===== src/rtl/uart_rx_fifo.sv =====
// Purpose: buffered 8N1 UART receiver. Each bit is a 3-sample majority vote at mid-bit.
//          Start-bit glitches are rejected and framing/overrun errors are flagged.
//          Received bytes go into a show-ahead FIFO.
// Latency: a byte is pushed at the mid-stop vote. dout/rxd_rdy reflect it one clk later.
// Backpressure: none toward the line. A byte that arrives while the FIFO is full is dropped
//          and overrun is set, unless rd_en pops in the same cycle.
//
// Ports: clk, rst (sync, active-high), ser_rxd (async serial in), rd_en (pop head),
//        err_clr (clear sticky flags), dout (head byte), rxd_rdy (not empty),
//        fifo_full, count (occupancy), frame_err, overrun (sticky error flags).

// Generic synchronous FIFO with show-ahead head and pointer-based full/empty.
// Latency: a write is visible on dout one clk later. A pop advances the head one clk later.
// Backpressure: a push while full is refused (drop=1) unless a pop happens in the same cycle.
module fifo #(
  parameter int DW = 8,
  parameter int AW = 4
) (
  input  logic          clk,
  input  logic          rst,
  input  logic          push,
  input  logic [DW-1:0] din,
  input  logic          pop,
  output logic [DW-1:0] dout,
  output logic          empty,
  output logic          full,
  output logic [AW:0]   count,
  output logic          drop
);
  logic [DW-1:0] mem [2**AW];
  logic [AW:0]   wr_ptr;
  logic [AW:0]   rd_ptr;
  logic          pop_en;
  logic          wr_en;

  assign empty  = (wr_ptr == rd_ptr);
  assign full   = (wr_ptr[AW] != rd_ptr[AW]) && (wr_ptr[AW-1:0] == rd_ptr[AW-1:0]);
  assign count  = wr_ptr - rd_ptr;
  assign pop_en = pop && !empty;
  // A simultaneous pop frees the slot, so a push into a full FIFO is still accepted.
  assign wr_en  = push && (!full || pop_en);
  assign drop   = push && !wr_en;
  // The head reads as zero while empty, so no memory reset is needed.
  assign dout   = empty ? '0 : mem[rd_ptr[AW-1:0]];

  always_ff @(posedge clk) begin
    if (rst) begin
      wr_ptr <= '0;
      rd_ptr <= '0;
    end else begin
      if (wr_en)  wr_ptr <= wr_ptr + 1'b1;
      if (pop_en) rd_ptr <= rd_ptr + 1'b1;
    end
  end

  always_ff @(posedge clk) begin
    if (wr_en) mem[wr_ptr[AW-1:0]] <= din;
  end
endmodule

module uart_rx_fifo #(
  parameter int BAUD_DIV = 434,
  parameter int FIFO_AW  = 4
) (
  input  logic               clk,
  input  logic               rst,
  input  logic               ser_rxd,
  input  logic               rd_en,
  input  logic               err_clr,
  output logic [7:0]         dout,
  output logic               rxd_rdy,
  output logic               fifo_full,
  output logic [FIFO_AW:0]   count,
  output logic               frame_err,
  output logic               overrun
);
  localparam logic [15:0] LAST = 16'(BAUD_DIV - 1);
  localparam logic [15:0] H    = 16'(BAUD_DIV / 2);
  localparam logic [15:0] HM1  = 16'(BAUD_DIV / 2 - 1);
  localparam logic [15:0] HP1  = 16'(BAUD_DIV / 2 + 1);

  typedef enum logic [2:0] {IDLE, START, DATA, STOP, BRK} state_t;

  state_t      state;
  state_t      state_nxt;
  logic        rx_m;
  logic        rx_s;
  logic [15:0] timer;
  logic [2:0]  bit_idx;
  logic        s0;
  logic        s1;
  logic        maj;
  logic [7:0]  sr;
  logic        wrap;
  logic        at_vote;
  logic        push;
  logic        frame_set;
  logic        fifo_empty;
  logic        fifo_drop;

  // Two-flop synchroniser. It resets to the idle line level so that reset cannot fake a start bit.
  always_ff @(posedge clk) begin
    if (rst) begin
      rx_m <= 1'b1;
      rx_s <= 1'b1;
    end else begin
      rx_m <= ser_rxd;
      rx_s <= rx_m;
    end
  end

  assign wrap    = (timer == LAST);
  assign at_vote = (timer == HP1);
  // The third sample is the live rx_s at H+1. The vote is consumed in that same cycle.
  assign maj     = (s0 & s1) | (s0 & rx_s) | (s1 & rx_s);

  // State register
  always_ff @(posedge clk) begin
    if (rst) state <= IDLE;
    else     state <= state_nxt;
  end

  // Next-state logic
  always_comb begin
    state_nxt = state;
    case (state)
      IDLE:  if (!rx_s) state_nxt = START;
      START: begin
        if (timer == H && rx_s) state_nxt = IDLE;
        else if (wrap)          state_nxt = DATA;
      end
      DATA:  if (wrap && bit_idx == 3'd7) state_nxt = STOP;
      // Leaving at mid-stop gives half a bit of margin to catch a back-to-back start edge.
      STOP:  if (at_vote) state_nxt = maj ? IDLE : BRK;
      BRK:   if (rx_s) state_nxt = IDLE;
      default: state_nxt = IDLE;
    endcase
  end

  // Output logic
  always_comb begin
    push      = 1'b0;
    frame_set = 1'b0;
    if (state == STOP && at_vote) begin
      push      = maj;
      frame_set = !maj;
    end
  end

  // Bit timer, vote samples, bit index and shift register
  always_ff @(posedge clk) begin
    if (rst) begin
      timer   <= '0;
      bit_idx <= '0;
      s0      <= 1'b1;
      s1      <= 1'b1;
      sr      <= '0;
    end else begin
      // Hold at 0 both while idle and on the edge into IDLE/BRK.
      // This way a new frame always starts counting from 0.
      if (state == IDLE || state == BRK || state_nxt == IDLE || state_nxt == BRK)
        timer <= '0;
      else if (wrap)
        timer <= '0;
      else
        timer <= timer + 16'd1;

      if (timer == HM1) s0 <= rx_s;
      if (timer == H)   s1 <= rx_s;

      if (state == START && wrap)     bit_idx <= '0;
      else if (state == DATA && wrap) bit_idx <= bit_idx + 3'd1;

      if (state == DATA && at_vote) sr <= {maj, sr[7:1]};
    end
  end

  fifo #(.DW(8), .AW(FIFO_AW)) u_fifo (
    .clk   (clk),
    .rst   (rst),
    .push  (push),
    .din   (sr),
    .pop   (rd_en),
    .dout  (dout),
    .empty (fifo_empty),
    .full  (fifo_full),
    .count (count),
    .drop  (fifo_drop)
  );

  assign rxd_rdy = !fifo_empty;

  // Sticky flags. A set in the same cycle as err_clr takes priority.
  always_ff @(posedge clk) begin
    if (rst) begin
      frame_err <= 1'b0;
      overrun   <= 1'b0;
    end else begin
      if (frame_set)    frame_err <= 1'b1;
      else if (err_clr) frame_err <= 1'b0;
      if (fifo_drop)    overrun   <= 1'b1;
      else if (err_clr) overrun   <= 1'b0;
    end
  end
endmodule

===== config.mk =====
export PLATFORM = sky130hd
export DESIGN_NAME = uart_rx_fifo
export DESIGN_NICKNAME = d
export VERILOG_FILES = /design/src/rtl/uart_rx_fifo.sv
export SDC_FILE = /design/constraint.sdc
export NUM_CORES = 1
export LEC_CHECK = 0
export BUFFER_PORTS_ARGS = -buffer_cell sky130_fd_sc_hd__buf_2
export CORE_UTILIZATION = 55
export CTS_BUF_LIST = sky130_fd_sc_hd__clkbuf_2
export CTS_CLUSTER_SIZE = 20
export DETAILED_ROUTE_END_ITERATION = 10
export PLACE_DENSITY = 0.69
export SLEW_MARGIN = 20
export SYNTH_ARGS = -nofsm -noshare
export SYNTH_HDL_FRONTEND = slang
export SYNTH_SLANG_ARGS = --single-unit

===== constraint.sdc =====
create_clock -name clk -period 3.71 [get_ports clk]
set_input_delay 1.113 -clock clk [delete_from_list [all_inputs] [get_ports clk]]
set_output_delay 1.113 -clock clk [all_outputs]
set_load 0.01 [all_outputs]

Word level (Yosys, flattened, before mapping):

Memories as Yosys holds them, arrays and structs flattened. A register that Yosys moved wholly into a read port is not among the register bits.
Cells that the tools add are included.

* add/subtract/negate cells: 5
* multiply operators: 0
* div/mod/pow operators: 0
* magnitude comparators: 0
* equality and inequality tests: 13
* shifts and indexed selects: 0
* muxes and demuxes: 18
* bitwise gates (word level): 5
* reduce and logical (&&, ||, !) cells: 24

Operators with widths (number)
* $eq A16 B8 Y1 const B: 3
* $mux W3: 7
* $add A16 B1 Y16 const B: 1
* $eq A16 B9 Y1 const B: 1
* $pmux W3 S5: 1
* $add A5 B1 Y5 const B: 2
* $logic_and A1 B1 Y1: 10
* $eq A3 B3 Y1 const B: 3
* $mux W4: 2
* $mux W8: 1
* $mux W1: 7
* $eq A3 B2 Y1 const B: 2
* $logic_not A3 Y1: 2
* $eq A5 B5 Y1: 1
* $sub A5 B5 Y5: 1
* $eq A4 B4 Y1: 1
* $logic_not A1 Y1: 4
* $logic_or A1 B1 Y1: 4
* $reduce_bool A2 Y1: 2
* $add A3 B1 Y3 const B: 1
* $and A1 B1 Y1: 3
* $eq A3 B1 Y1 const B: 1
* $reduce_or A3 Y1: 1
* $or A1 B1 Y1: 2
* other kinds (2): 2

* register bits after elaboration: 46
* latch bits: 0
* bits in writable memories: 128
* memory bits (read-only): 0
* input bits: 5
* output and inout port bits: 17
* logic and storage cells: 78
* memories: 1

Memory list
* u_fifo.mem: words 16, width 8, rd ports 1, clocked after memory_dff 1, wr ports 1, RTL line 30 `logic [DW-1:0] mem [2**AW];`

Logic depth before layout (Yosys ltp):

Gate-level depths: netlist of the first run.

* depth in word-level cells: 10
* depth in mapped cells: 8

Modules after synthesis:

Synthesis of the first run repeated with hierarchy kept, for this count alone.

* cells, all modules: 490
* area total of the unflattened synthesis: 7493.4 um^2

Modules (own cells, without submodules)
* fifo: times used 1, cells each 306, area an instance 5806.8 um^2, seq. area each 4124.0 um^2
* uart_rx_fifo: times used 1, cells each 184, area an instance 1686.6 um^2, seq. area each 720.7 um^2

Least setup slack after synthesis of the first run:

Ideal clock, no wire load.

* kind: register -> output
* start: register (tool-made name)
* end: output port dout[0]
* arrival: 1.973 ns
* data required time: 2.597 ns
* slack: 0.624 ns
* cell stages (with the launch flop): 6
* path buffers: 2
* path through: dfxtp_1 clkbuf_1 buf_2 mux4_2 mux4_2 and2_1

RTL lines
* end: declaration: RTL line 70 `output logic [7:0] dout,`

==> results.tsv, run 1 <==
metric	value	unit
status	finished with violations	
failing checks	setup timing	
worst-path maximum fanout	8	
Least-Margin Pin Slew	0.888	ns
Worst setup EP type	primary output	
CP Class	flop to primary output	
root buf cell	clkbuf_2	
die width	118	um
Post-synth EDFFs	128	
core area	12800	um2
Area after DPL	7650	um2
Leak	2.73	nW
crit share post-route	1.02	
leading area contributor after synthesis	edfxtp_1	
Max Buffers Root-to-Sink	2	
Setup WS post-layout	-0.0609	ns
Primary FF master, synth	edfxtp_1	
vias	3893	
Max VDD drop	0.202	mV
Die ar.	13800	um2
min Tclk post-route	3.77	ns
Pins Over Slew Limit	0	
Avg Cell Area, Syn	16.1	um2
first-pass GRT wire length	20900	um
HP Class	flop to flop	
Synth Register Bits	178	
pwr dens	404	nW/um2
Synth top cells by count	edfxtp_1, dfxtp_1, mux4_2	
Iter 0 DRT Violations	311	
placer congestion estimate	0.776	
worst hold margin	0.440	ns
clk_lat worst skew	0.71	ns
initial antenna violation count	0	
final setup fails	8	
clk slew on worst S/H paths	0.22	ns
Congestion Overflow GR	0	
post-synthesis net count	479	
Post-Synthesis Cells	458	
share of cells above drive strength 1	0.234	
CTS buffer count	17	
async set-reset flop share out of synthesis	0	
DR pass1 iterations	4	
CTS tree	done	
vias in the first global route	3833	
Die H	118	um
data arrival time of the critical path	2.66	ns
Placement Rows	41	
final core occ	0.628	
detailed-placement wirelength estimate	8650	um
Critical R2R Launch	timer[13]$_SDFF_PP0_	
CP Launch Type	flop	
min-delay src	rx_m$_SDFF_PP1_	
Final nets	508	
mapped cell area	7360	um2
cell area after layout	8060	um2
H-tree depth	4	
Synth top area share	0.522	
Worst Skew	0.0295	ns
Clock Sinks	178	
largest net degree at the start of global routing	34	
r2r setup slk	0.75	ns
Seq/Total Area, Yosys	0.658	
Syn. warnings	0	
# Post-CTS Setup Buffers	0	
setup TNS	-0.427	ns
via/cell ratio	5.79	
Max-Cap Viols	0	
Final Hold Viols	0	
initial core utilization	0.574	
buffers added on ports	21	
gr usage total	0.204	
largest cells by area after synthesis	edfxtp_1, dfxtp_1, mux4_2, ha_1, xnor2_1	
Fmax	265	MHz
Worst EP required	2.60	ns
number of remaining DRC errors	0	
wire length per cell	19.8	um
max_slew headroom	0.403	
unrepaired setup endpoints after global routing	yes	
Post-CTS Hold Buffers	0	
Design Power	0.00326	W
Routed Antenna Nets	0	
ANT cells	0	
top-count cell post-synth	edfxtp_1	
Routed WL	13300	um
I/O pin total	22	
synth-to-layout area growth	9.51	%
Netlist cell types	48	
## final cells by class
cell class / instances / area [um2]
Multi-Input combinational cell: 249 / 2400
Inverter: 13 / 48.8
Timing Repair Buffer: 28 / 250
Clock inverter: 15 / 211
Clock buffer: 17 / 85.1
Fill cell: 978 / 4770
Sequential cell: 178 / 4850
Tap cell: 172 / 215
## logic make-up (layout without fill, tap and decap cells)
group / Yosys count / after routing / synth area share
flip-flops: 178 / 178 / 0.658
AND/OR/NAND/NOR: 134 / 134 / 0.107
multiplexers: 50 / 50 / 0.136
buffers and inverters: 31 / 73 / 0.0168
XOR/XNOR: 26 / 26 / 0.0309
AO/OA/AOI/OAI: 22 / 22 / 0.0216
adder cells (fa/ha/maj): 17 / 17 / 0.0296
## repair_timing
item / 4_1_cts / 5_1_grt
gates cloned: 2 / 1
setup endpoints to repair: 8 / 9
resized for setup: 4 / 7
## flip-flops by register name (all words and copies together) (netlist names), named ones only
name and cells:
u_fifo.mem 128, timer 16, sr 8, u_fifo.rd_ptr 5, u_fifo.wr_ptr 5, bit_idx 3, state 3, frame_err 1
overrun 1, rx_m 1, rx_s 1, s0 1, s1 1
## stage by stage
stage	setup slack (ns)	instances
final	-0.0609	672
after global routing	-0.197	672
after CTS	-0.156	671
after detailed placement	0.621	637
after global placement	0.641	637
after floorplan	0.624	458
## layout by cell type (no fill, tap or decap), types with 2 or more instances in the layout
master / instances
nor4_4: 2
a22oi_1: 2
nand3b_1: 2
a311oi_1: 2
nor4_1: 2
nand4_1: 10
nand2_1: 12
buf_16: 2
clkinv_2: 2
a311o_1: 2
inv_1: 13
and2_4: 3
a21boi_0: 2
ha_1: 15
and2_1: 10
nand3_1: 4
nor2b_1: 4
or4_4: 3
nor2_1: 37
clkbuf_2: 17
xor2_1: 10
a21oi_1: 5
clkinv_1: 3
o22ai_1: 3
buf_6: 4
mux4_2: 40
dfxtp_1: 48
nor3_1: 13
and3_1: 15
nand2b_1: 3
mux2i_1: 10
clkinv_4: 2
buf_4: 2
a21o_1: 2
or2_2: 5
edfxtp_1: 128
buf_2: 18
bufinv_16: 5
xnor2_1: 16
## final timing paths
check | endpoint | cells after the start
max | dout[4] | 5
min reg2reg | rx_s$_SDFF_PP1_ | 1
min | rx_s$_SDFF_PP1_ | 1
max reg2reg | u_fifo.mem[1][5]$_DFFE_PP_ | 4
## metal layers
| metal | vias up | part of all wire | global-route usage | wire length [um] |
|---|---|---|---|---|
| li1 | 1825 | - | - | - |
| met1 | 1956 | 0.43 | 0.279 | 5780 |
| met2 | 95 | 0.50 | 0.326 | 6650 |
| met3 | 17 | 0.050 | 0.0417 | 663 |
| met4 | 0 | 0.015 | 0.0753 | 205 |
| met5 | - | 0 | 0 | 0 |
## critical path, cell delays in order, from the launching register on
cell	delay (ns)
dfxtp_4	0.49
buf_12	0.17
mux4_2	0.55
mux4_2	0.46
and2_4	0.17
buf_6	0.11
## report_power, final
group	switching, W	internal, W	total (W)
sequential	0.00000272	0.00210	0.00211
combinational	0.0000125	0.00000722	0.0000197
clock	0.000625	0.000506	0.00113
total	0.000640	0.00262	0.00326
Note: power is estimated with default switching activity, not from simulation.
==> run 2: changes to the inputs <==
--- a/config.mk
+++ b/config.mk
@@ -6,11 +6,11 @@
 export NUM_CORES = 1
 export LEC_CHECK = 0
 export BUFFER_PORTS_ARGS = -buffer_cell sky130_fd_sc_hd__buf_2
-export CORE_UTILIZATION = 55
+export CORE_UTILIZATION = 60
 export CTS_BUF_LIST = sky130_fd_sc_hd__clkbuf_2
 export CTS_CLUSTER_SIZE = 20
 export DETAILED_ROUTE_END_ITERATION = 10
-export PLACE_DENSITY = 0.69
+export PLACE_DENSITY = 0.74
 export SLEW_MARGIN = 20
 export SYNTH_ARGS = -nofsm -noshare
 export SYNTH_HDL_FRONTEND = slang
==> run 2 against run 1 <==
Effect of this change:
- the flow still finishes with violations (setup timing)
- via count rose by 3.1%
- clock skew rose by 0.0099 ns
- die area fell by 8.2%
- power rose by 0.83%
- setup slack got worse by 0.014 ns
- cell count fell by 3.3%
- clock power barely moved
- critical path depth did not move
- flip-flop and latch count did not move
- sequential share of layout area rose by 0.38 points
- clock-buffer cell count rose by 3
- largest power group unchanged
==> results.tsv, run 2 (synthesized netlist as in run 1, its figures left out) <==
metric	value	unit	change
Max Buffers Root-to-Sink	2		unchanged
final setup fails	8		unchanged
status	finished with violations		
Post-CTS Hold Buffers	0		unchanged
r2r setup slk	0.68	ns	-0.07 ns
Iter 0 DRT Violations	446		+43%
gr usage total	0.239		+0.0350
Least-Margin Pin Slew	0.674	ns	-0.214 ns
Fmax	264	MHz	-0.36%
vias in the first global route	3927		+2.5%
detailed-placement wirelength estimate	8950	um	+3.4%
Area after DPL	7640	um2	about the same
placer congestion estimate	0.789		+1.8%
worst-path maximum fanout	12		+4
Congestion Overflow GR	0		unchanged
Final Hold Viols	0		unchanged
CTS buffer count	17		unchanged
Die ar.	12700	um2	-8.2%
largest net degree at the start of global routing	34		unchanged
Final nets	511		+0.59%
Routed WL	13900	um	+4.5%
clk_lat worst skew	0.75	ns	+0.04 ns
min Tclk post-route	3.78	ns	+0.0136 ns
cell area after layout	8010	um2	-0.57%
CP peak stage delay	0.52	ns	-0.03 ns
CP Launch Type	flop		
crit path cell chain	buf_12 -> mux4_2 -> mux4_2 -> and2_4 -> buf_6		
initial core utilization	0.615		+0.0414
Crit. path cell count	5		unchanged
max FFs per register	128		unchanged
Worst setup EP type	primary output		
unrepaired setup endpoints after global routing	yes		
data arrival time of the critical path	2.67	ns	about the same
most frequent cells in the layout	edfxtp_1, dfxtp_1, mux4_2, nor2_1, clkbuf_2		
Worst Skew	0.0394	ns	+0.00988 ns
initial antenna violation count	0		unchanged
Design Power	0.00328	W	+0.83%
cell family with most CP delay	multiplexers		
CP Class	flop to primary output		
via/cell ratio	6.17		+6.6%
Clock Sinks	178		unchanged
Die H	113	um	-4.2%
number of remaining DRC errors	0		unchanged
CP endpoint	dout[7]		
first-pass GRT wire length	21700	um	+3.8%
dpl cells	614		-3.6%
max_slew headroom	0.551		+0.148
core area	12000	um2	-6.7%
Setup WS post-layout	-0.0745	ns	-0.0136 ns
worst r2r dst	u_fifo.mem[0][5]$_DFFE_PP_		
Pins Over Slew Limit	0		unchanged
die width	113	um	-4.2%
commonest non-fill, non-tap cell in the layout	edfxtp_1		
Max-Cap Viols	0		unchanged
root buf cell	clkbuf_2		
HP Class	flop to flop		
clk slew on worst S/H paths	0.23	ns	about the same
final std cells w/o fill	650		-3.3%
Max VDD drop	0.242	mV	+20%
Placement Rows	40		-2.4%
Critical R2R Launch	timer[2]$_SDFF_PP0_		
Worst EP required	2.60	ns	about the same
Leak	2.73	nW	about the same
crit share post-route	1.02		+0.00367
DR pass1 iterations	5		+1
pwr dens	410	nW/um2	+1.4%
FF-to-FF path depth	4		unchanged
final core occ	0.670		+0.0415
failing checks	setup timing		
Routed Antenna Nets	0		unchanged
Critical Path Slowest Stage Cell	mux4_2		
CP dominant cell by count	mux4_2		
worst hold margin	0.459	ns	+0.0196 ns
CP Buf/Inv Count	2		unchanged
I/O pin total	22		unchanged
wire length per cell	21.4	um	+8.0%
buffers added on ports	21		unchanged
synth-to-layout area growth	8.88	%	
CTS tree	done		
vias	4013		+3.1%
share of cells above drive strength 1	0.245		+0.0105
H-tree depth	4		unchanged
ANT cells	0		unchanged
[run 2: changes by cell type in the layout (fill, tap and decap cells not counted), sizes merged]
cell,previous run,this run
buf,27,31
clkbuf,18,20
clkinvlp,1,3
clkinv,7,2
[run 2: final cells by class]
| cell class | instances | area [um2] |
|---|---|---|
| Tap cell | 147 | 184 |
| Fill cell | 808 | 3950 |
| Clock inverter | 12 | 204 |
| Clock buffer | 20 | 100 |
| Sequential cell | 178 | 4850 |
| Timing Repair Buffer | 31 | 225 |
| Inverter | 13 | 48.8 |
| Multi-Input combinational cell | 249 | 2400 |
[run 2: worst min-delay path by stage]
stage                                from               to  slack (ns)  depth (start not counted)
final                     rx_m$_SDFF_PP1_  rx_s$_SDFF_PP1_        0.46                          1
after global routing              ser_rxd  rx_m$_SDFF_PP1_        0.47                          2
after CTS                 rx_m$_SDFF_PP1_  rx_s$_SDFF_PP1_        0.46                          1
after detailed placement  rx_m$_SDFF_PP1_  rx_s$_SDFF_PP1_        0.41                          1
after global placement    rx_m$_SDFF_PP1_  rx_s$_SDFF_PP1_        0.40                          1
after floorplan           rx_m$_SDFF_PP1_  rx_s$_SDFF_PP1_        0.39                          1
[run 2: through the flow]
stage,setup TNS (ns),worst slack [ns]
global route,-1.61,-0.212
global placement,0,0.544
CTS,-1.08,-0.153
floorplan,0,0.624
detailed placement,0,0.514
finish,-0.480,-0.0745
[run 2: power breakdown]
group          total (W)  internal (W)  switching (W)  leakage, nW
sequential       0.00211       0.00210     0.00000289         1.59
combinational  0.0000200    0.00000722      0.0000128        0.970
clock            0.00116      0.000522       0.000636        0.171
total            0.00328       0.00263       0.000652         2.73
[run 2: routing by layer]
layer  vias up  track usage  share of wire
met2       134        0.386           0.51
met4         0       0.0809          0.016
met1      2024        0.330           0.43
met5         -            0              0
li1       1834            -              -
met3        21       0.0493          0.051
[run 2: what timing repair did]
item	in CTS	in global routing
endpoints found under the setup margin	9	10
gates resized for setup	3	7
setup buffers	2	2
pin swaps	0	1
cloned	0	0
